**src/rtl/hazard_unit.sv**
```systemverilog
// hazard_unit
// Hazard and forwarding controller for an N-stage in-order pipeline.
// Tracks destination-register metadata for every in-flight instruction
// from EX (stage 1) to WB (stage DEPTH) and derives operand forwarding
// selects, the load-use stall, the redirect flush of decode, the WB
// write-through bypass for decode reads, and stall/flush event counters.
//
// Timing contract: ex_fwd_*, stall, flush_dec and dec_byp_* are purely
// combinational from the current stage state (plus decode/redirect inputs);
// state changes made on a clock edge become visible in the next cycle.
module hazard_unit #(
   parameter int DEPTH      = 3,
   parameter int REG_AW     = 5,
   parameter int LOAD_READY = 3,
   parameter int SELW       = $clog2(DEPTH + 1)
) (
   input  logic              clk,
   input  logic              rst,
   input  logic              dec_valid,
   input  logic [REG_AW-1:0] dec_rs1,
   input  logic [REG_AW-1:0] dec_rs2,
   input  logic              dec_uses_rs1,
   input  logic              dec_uses_rs2,
   input  logic [REG_AW-1:0] dec_rd,
   input  logic              dec_wen,
   input  logic              dec_is_load,
   input  logic              redirect,
   output logic [SELW-1:0]   ex_fwd_a,
   output logic [SELW-1:0]   ex_fwd_b,
   output logic              dec_byp_a,
   output logic              dec_byp_b,
   output logic              stall,
   output logic              flush_dec,
   output logic [31:0]       stall_count,
   output logic [31:0]       flush_count
);

   // Per-stage destination metadata, stage 1 = EX, stage DEPTH = WB.
   logic              r_valid   [1:DEPTH];
   logic [REG_AW-1:0] r_rd      [1:DEPTH];
   logic              r_wen     [1:DEPTH];
   logic              r_is_load [1:DEPTH];

   // Source operands of the instruction currently in EX.
   logic [REG_AW-1:0] r_rs1;
   logic [REG_AW-1:0] r_rs2;
   logic              r_uses_rs1;
   logic              r_uses_rs2;

   logic [31:0]       r_stall_count;
   logic [31:0]       r_flush_count;

   // Per-stage producer hits for each EX operand (stages 2..DEPTH).
   logic [DEPTH:2]    w_hit_a;
   logic [DEPTH:2]    w_hit_b;
   logic [SELW-1:0]   w_sel_a;
   logic [SELW-1:0]   w_sel_b;
   logic              w_late_a;
   logic              w_late_b;
   logic              w_stall;
   logic              w_flush;
   logic              w_wb_hit_a;
   logic              w_wb_hit_b;

   // A stage produces a register when it is live, writes, targets it, and
   // the target is not x0 (writes to x0 are architecturally discarded).
   always_comb begin
      w_hit_a = '0;
      w_hit_b = '0;
      for (int s = 2; s <= DEPTH; s++) begin
         w_hit_a[s] = r_valid[s] && r_wen[s] && (r_rd[s] == r_rs1) && (r_rs1 != '0);
         w_hit_b[s] = r_valid[s] && r_wen[s] && (r_rd[s] == r_rs2) && (r_rs2 != '0);
      end
   end

   // Pick the youngest producer per operand; scanning oldest-to-youngest
   // lets the last hit overwrite, so the smallest stage index wins. A load
   // that has not yet reached LOAD_READY cannot supply its data.
   always_comb begin
      w_sel_a  = '0;
      w_sel_b  = '0;
      w_late_a = 1'b0;
      w_late_b = 1'b0;
      for (int s = DEPTH; s >= 2; s--) begin
         if (r_valid[1] && r_uses_rs1 && w_hit_a[s]) begin
            w_sel_a  = SELW'(s);
            w_late_a = r_is_load[s] && (s < LOAD_READY);
         end
         if (r_valid[1] && r_uses_rs2 && w_hit_b[s]) begin
            w_sel_b  = SELW'(s);
            w_late_b = r_is_load[s] && (s < LOAD_READY);
         end
      end
   end

   // Stall, flush and WB bypass decisions. A redirect cannot be trusted
   // while EX is waiting on an operand, so it is suppressed during a stall.
   always_comb begin
      w_stall    = w_late_a || w_late_b;
      w_flush    = redirect && !w_stall;
      w_wb_hit_a = r_valid[DEPTH] && r_wen[DEPTH] && (r_rd[DEPTH] == dec_rs1) && (dec_rs1 != '0);
      w_wb_hit_b = r_valid[DEPTH] && r_wen[DEPTH] && (r_rd[DEPTH] == dec_rs2) && (dec_rs2 != '0);
   end

   // Drive the outputs from the combinational decisions and counters.
   always_comb begin
      ex_fwd_a    = w_sel_a;
      ex_fwd_b    = w_sel_b;
      stall       = w_stall;
      flush_dec   = w_flush;
      dec_byp_a   = dec_valid && dec_uses_rs1 && w_wb_hit_a;
      dec_byp_b   = dec_valid && dec_uses_rs2 && w_wb_hit_b;
      stall_count = r_stall_count;
      flush_count = r_flush_count;
   end

   // Stage valid bits: older stages always shift, stage 2 takes a bubble on
   // stall, stage 1 holds on stall and otherwise loads decode (killed on flush).
   always_ff @(posedge clk) begin
      if (rst) begin
         for (int s = 1; s <= DEPTH; s++) begin
            r_valid[s] <= 1'b0;
         end
      end else begin
         for (int s = DEPTH; s >= 3; s--) begin
            r_valid[s] <= r_valid[s-1];
         end
         if (w_stall) begin
            r_valid[2] <= 1'b0;
         end else begin
            r_valid[2] <= r_valid[1];
            r_valid[1] <= dec_valid && !w_flush;
         end
      end
   end

   // Stage payload fields; their content is irrelevant while the matching
   // valid bit is low, so they need no reset.
   always_ff @(posedge clk) begin
      for (int s = DEPTH; s >= 3; s--) begin
         r_rd[s]      <= r_rd[s-1];
         r_wen[s]     <= r_wen[s-1];
         r_is_load[s] <= r_is_load[s-1];
      end
      if (!w_stall) begin
         r_rd[2]      <= r_rd[1];
         r_wen[2]     <= r_wen[1];
         r_is_load[2] <= r_is_load[1];
         r_rd[1]      <= dec_rd;
         r_wen[1]     <= dec_wen;
         r_is_load[1] <= dec_is_load;
         r_rs1        <= dec_rs1;
         r_rs2        <= dec_rs2;
         r_uses_rs1   <= dec_uses_rs1;
         r_uses_rs2   <= dec_uses_rs2;
      end
   end

   // Event counters; they wrap naturally at 2^32.
   always_ff @(posedge clk) begin
      if (rst) begin
         r_stall_count <= '0;
         r_flush_count <= '0;
      end else begin
         if (w_stall) begin
            r_stall_count <= r_stall_count + 32'd1;
         end
         if (w_flush) begin
            r_flush_count <= r_flush_count + 32'd1;
         end
      end
   end

endmodule

```
**config.mk**
```make
export PLATFORM = sky130hd
export DESIGN_NAME = hazard_unit
export DESIGN_NICKNAME = d
export VERILOG_FILES = /design/src/rtl/hazard_unit.sv
export SDC_FILE = /design/constraint.sdc
export NUM_CORES = 1
export LEC_CHECK = 0
export ABC_AREA = 1
export CAP_MARGIN = 20
export CORE_MARGIN = 2
export CORE_UTILIZATION = 59
export CTS_BUF_LIST = sky130_fd_sc_hd__clkbuf_4
export CTS_CLUSTER_DIAMETER = 80
export DETAILED_ROUTE_END_ITERATION = 12
export PLACE_DENSITY = 0.88
export SLEW_MARGIN = 20
export SYNTH_ARGS = -nofsm -noshare
export SYNTH_HDL_FRONTEND = slang
export SYNTH_SLANG_ARGS = --single-unit
```
**constraint.sdc**
```tcl
create_clock -name clk -period 3.2 [get_ports clk]
set_input_delay 0.64 -clock clk [delete_from_list [all_inputs] [get_ports clk]]
set_output_delay 0.64 -clock clk [all_outputs]
set_load 0.1 [all_outputs]
```
==> results.toml <==
[status]
status = "complete, no violations"

[route]
wl_um = 13890
ant_nets = 0
drc_errors = 0
post_drt_wl_per_cell_um = 14.67
routed_via_density = 5.607
drt_iter0_drc = 300
first_pass_iters = 5
vias = 5310

[sta]
timing.fmax_ghz = 0.3328
hold_viol_final = 0
hold_slack_ps = 387.7
slew_headroom_pct = 52.78
drv_slew = 0
tightest_slew_ps = 707.5
setup_viol = 0
period_minus_slack_ps = 3004
rsz0062_at_grt = "false"
tns_ps = 0
clock_skew_ps = 19.33
finalCritPeriodShare_pct = 93.89

[synthesis]
synth-xor-area-share_pct = 6.471
ys_seq_area_share_pct = 42.85
yosys.area_share.adder_pct = 0.4740
ys_ff_latch = 99
ys.warnings.count = 0
yosys.area_share.simple_pct = 36.12
ys.flop_type = "dfxtp_1"
synth_edf_count = 28
netlist_instances = 742
postSynth.asyncResetShare_pct = 0
synth.area.mux_share_pct = 0
synth_top_family_by_area = "simple AND/OR/NAND/NOR gates"
synth.avg_cell_area_um2 = 7.114
ys_types = 34
syn_nets = 767
netlist_area_um2 = 5279
synth_compound_area_share_pct = 6.566

[grt]
grt_usage_pct = 28.98
grt_pass1_wl_um = 23030
grt_pass1_vias = 5110
grt_max_degree = 38
grt_antenna_before_repair = 0
gr-total-overflow = 0

[critical_path]
start_kind = "register"
worstPathRequired_ps = 2560
arrival_ps = 2360
rrSetupSlack_ps = 960
reg2reg_depth = 10
reg2reg_from = "r_rd[0][12]"
crit_fanout = 17
crit_path_end_kind = "primary output"
reg2reg_to = "flush_count[20]"
critical_path_class = "reg2out"

[pwr]
worst_ir_drop_vdd_mv = 0.2624
power.density_nw_per_um2 = 356.8
power_mw = 2.246
p_leak_nw = 2.593

[clock_tree]
cts_buffer_depth = 2
cts_setup_buffers = 0
cts_sinks = 99
cts_tree = "yes"
cts_root_buf = "clkbuf_4"
cts_buffers = 9
clkSlewWorstSetupHoldPaths_ps = 150
cts_resized = 0
worstSkewPairLatency_ps = 450
hold_buffers = 0
htree_levels = 3

[job]
drv_cap = 0

[die]
boundaryPins = 95
row_count = 34
die_w_um = 98.59
start_util_pct = 60.83
die_y_um = 98.59
core_area_um2 = 8678
die-area_um2 = 9720

[finish]
num-fill-cells = 711
diodes = 0
syn2layout_area_growth_pct = 19.27
post-route-util_pct = 72.55
final_nets = 859
drive_above_1_share_pct = 12.75

[hold_path]
hold_path_end = "r_wen[0][3]"
holdPathStages = 0
worstHoldPathType = "reg2reg"
worstHoldStart = "r_wen[0][2]"

[placed_design]
io_buffers = 94
hpwl_um = 10190
gp_congestion = 1.019
-- worst max path at each step --
stage,startpoint,endpoint,slack (ps),depth (start not counted)
final,r_rd[0][12],flush_dec,200,9
after floorplan,r_rs1[0],ex_fwd_a[0],160,4
after global placement,dec_rs2[1],dec_byp_b,640,5
after detailed placement,dec_rs2[1],dec_byp_b,580,5
after global routing,r_rs2[0],flush_dec,70,10
after CTS,r_rd[0][12],flush_dec,200,9
-- layer usage --
layer / wire, um / vias up / track usage (%)
met5: 0 / - / 0
met4: 387 / 0 / 13.07
met3: 1072 / 43 / 4.610
met2: 6690 / 266 / 49.14
met1: 5741 / 2435 / 36.53
li1: - / 2566 / -
-- state kept, by name, indices dropped and copies added (netlist names) --
| name | cells |
|---|---|
| flush_count | 32 |
| r_is_load | 2 |
| r_rd | 15 |
| r_rs1 | 5 |
| r_rs2 | 5 |
| r_uses_rs1 | 1 |
| r_uses_rs2 | 1 |
| r_valid | 3 |
| r_wen | 3 |
| stall_count | 32 |
-- power breakdown --
group | internal, mW | switching (mW)
sequential | 1.31 | 0.0312
combinational | 0.0631 | 0.0944
clock | 0.317 | 0.427
total | 1.69 | 0.553
-- stage by stage --
stage	cell area, um^2	setup slack [ps]	instances
after floorplan	5279	158.7	742
after global placement	6137	638.7	931
after detailed placement	6137	582.8	931
after CTS	6296	198.9	947
after global routing	6296	67.48	947
final	6296	195.5	947
-- cell usage after synthesis, types with 3 or more instances --
cell type,instances,area (um^2)
a21oi_1,36,180.2
buf_2,4,20.02
buf_6,6,67.56
clkbuf_1,8,30.03
dfxtp_1,71,1421
edfxtp_1,28,840.8
inv_1,66,247.7
nand2_1,223,837.1
nand2_4,3,33.78
nand3_1,40,200.2
nand4_1,19,118.9
nor2_1,128,480.5
nor2_2,6,37.54
nor3_1,23,115.1
nor4_1,6,37.54
o21ai_0,4,20.02
o21bai_1,10,75.07
o22ai_1,3,18.77
xnor2_1,14,122.6
xor2_1,25,219.0
-- cell usage in the layout, fill, tap and decap left out, drive strengths merged, types with 6 or more instances in the layout --
| cell type | n |
|---|---|
| a21oi | 37 |
| buf | 78 |
| clkbuf | 9 |
| clkdlybuf4s50 | 22 |
| dfxtp | 71 |
| edfxtp | 28 |
| inv | 69 |
| nand2 | 228 |
| nand3 | 40 |
| nand4 | 19 |
| nor2 | 134 |
| nor3 | 23 |
| nor4 | 6 |
| o21bai | 10 |
| xnor2 | 14 |
| xor2 | 25 |
-- layout make-up --
| class | count | area [um^2] | area share [%] |
|---|---|---|---|
| clock buffer | 9 | 67.56 | 1.073 |
| clock inverter | 7 | 91.34 | 1.451 |
| inverter | 68 | 260.3 | 4.134 |
| multi-input combinational | 556 | 2624 | 41.67 |
| sequential | 99 | 2262 | 35.93 |
| tap | 108 | 135.1 | 2.146 |
| timing repair buffer | 100 | 855.8 | 13.59 |
-- logic make-up (layout without fill, tap and decap cells) --
logic type,after synthesis,in the layout
DFF,99,99
buffers and inverters,87,184
and+or+nand+nor,455,455
adders and majority gates,2,2
other,1,1
AOI/OAI and AO/OA,59,59
xor gates and xnor gates,39,39
-- worst max-delay path, cell delays in order, from the launching register on --
cell and delay [ps]:
edfxtp_1 510, xnor2_1 230, nand2_1 90, nor2_1 180, nand2_2 100, nand2_4 190, nand2_4 160, nand2_4 110
inv_2 130, buf_12 210
No activity file was read; power rests on OpenSTA's default activity.
==> patch: new RTL, config.mk and constraints unchanged <==
The parameter `DEPTH` goes from 3 to 5.
--- a/src/rtl/hazard_unit.sv
+++ b/src/rtl/hazard_unit.sv
@@ -9,7 +9,7 @@
 // combinational from the current stage state (plus decode/redirect inputs);
 // state changes made on a clock edge become visible in the next cycle.
 module hazard_unit #(
-   parameter int DEPTH      = 3,
+   parameter int DEPTH      = 5,
    parameter int REG_AW     = 5,
    parameter int LOAD_READY = 3,
    parameter int SELW       = $clog2(DEPTH + 1)
Ports: changed (resized ex_fwd_a and ex_fwd_b); port bits go from 95 to 97. The function was not compared with the original's and may differ.
==> patch against the original RTL <==
- worst setup slack got worse by 0.0061 ns
- die area rose by 15%
- sequential cell count is 14 higher
- total power increased by 27%
- register-to-register slack got worse by 0.22 ns
- design area is 16% higher
- via count is 14% higher
- routed wire length increased by 16%
- synthesized area rose by 16%
- clock skew decreased by 0.0047 ns
- worst hold slack worse by 0.029 ns
- sequential share of layout area fell by 1.0 points
- largest power group unchanged
==> patch: results (changes against the original RTL) <==
power density cells 390.8 nW/um^2 (+9.5%); r2r startpoint r_rs1[3]; overall routed net length 16.12 mm (+16%); hold endpoint r_wen[0][5]; crit path to ex_fwd_a[2]; CTS H-Tree Depth 4 (+1); Distinct cells, synth 36 (+5.9%); syn avg cell area 7.042 um^2 (-1.0%); met2 routed wirelength 7.580 mm (+13%); status finished clean; syn nets 891 (+16%); final hold slack 0.3589 ns (-0.02871 ns); gr usage total 30.02% (+1.0 points); final non-filler cell total 1109 (+17%); clock slew at reported path FFs 0.11 ns (-0.04 ns); Worst-Skew Late Latency 0.54 ns (+0.09 ns); largest net degree at the start of global routing 60 (+58%); Slew HR 56.24% (+3.5 points); HP Start r_wen[0][4]; placed cell area 6987 um^2 (+14%); Layout fillers 885 (+24%); reg2reg path depth 10 (unchanged); RePlAce Congestion 0.9491 (-6.9%); met1 usage 40.91% (+4.4 points); LEAKAGE 0.002810 uW (+8.4%); met3 usage 6.308% (+1.7 points); clock period minus final worst setup slack 3.011 ns (+0.006120 ns); reg-to-reg endpoint r_valid[0][1]; P_int 2115 uW (+25%); met3 WL 1.327 mm (+24%); register area share after synthesis 41.69% (-1.2 points); layout cells sized above 1 12.54% (-0.21 points); vias in the first global route 5463 (+6.9%); DR top layer met4; Worst VDD drop 0.4246 mV (+62%); Synth area leaders dfxtp_1, nand2_1, edfxtp_1, nor2_1, a21oi_1; first-pass GRT wire length 26.65 mm (+16%); Post-DP HPWL 11.79 mm (+16%); Vias per Instance 5.442 (-2.9%)
-- patch: critical path, cell delays in order (launching register included) --
cell and delay (ns):
edfxtp_1 0.50, or2_2 0.33, a211oi_1 0.32, nand4_1 0.21
a21oi_2 0.18, buf_4 0.30
-- patch: cell type report --
class	instances	area, um^2	area share, %
Tap cell	136	170.2	2.336
Multi-Input combinational cell	673	3206	44.00
Inverter	52	195.2	2.679
Clock buffer	18	135.1	1.855
Clock inverter	14	163.9	2.250
Sequential cell	113	2542	34.90
Timing Repair Buffer	103	873.3	11.99
-- patch: cells by family after synthesis --
group / Yosys count / share of synthesized area (%)
DFF: 113 / 41.69
and+or+nand+nor: 527 / 35.90
AOI/OAI and AO/OA: 84 / 7.427
adders and majority gates: 2 / 0.4103
xor gates and xnor gates: 59 / 8.474
other: 1 / 0.06149
buffers and inverters: 80 / 6.032
-- patch: stage by stage --
stage	setup TNS [ns]	util, %
global route	0	71.54
floorplan	-0.1421	-
detailed placement	0	68.60
CTS	0	71.54
finish	0	71.54
global placement	0	68.60
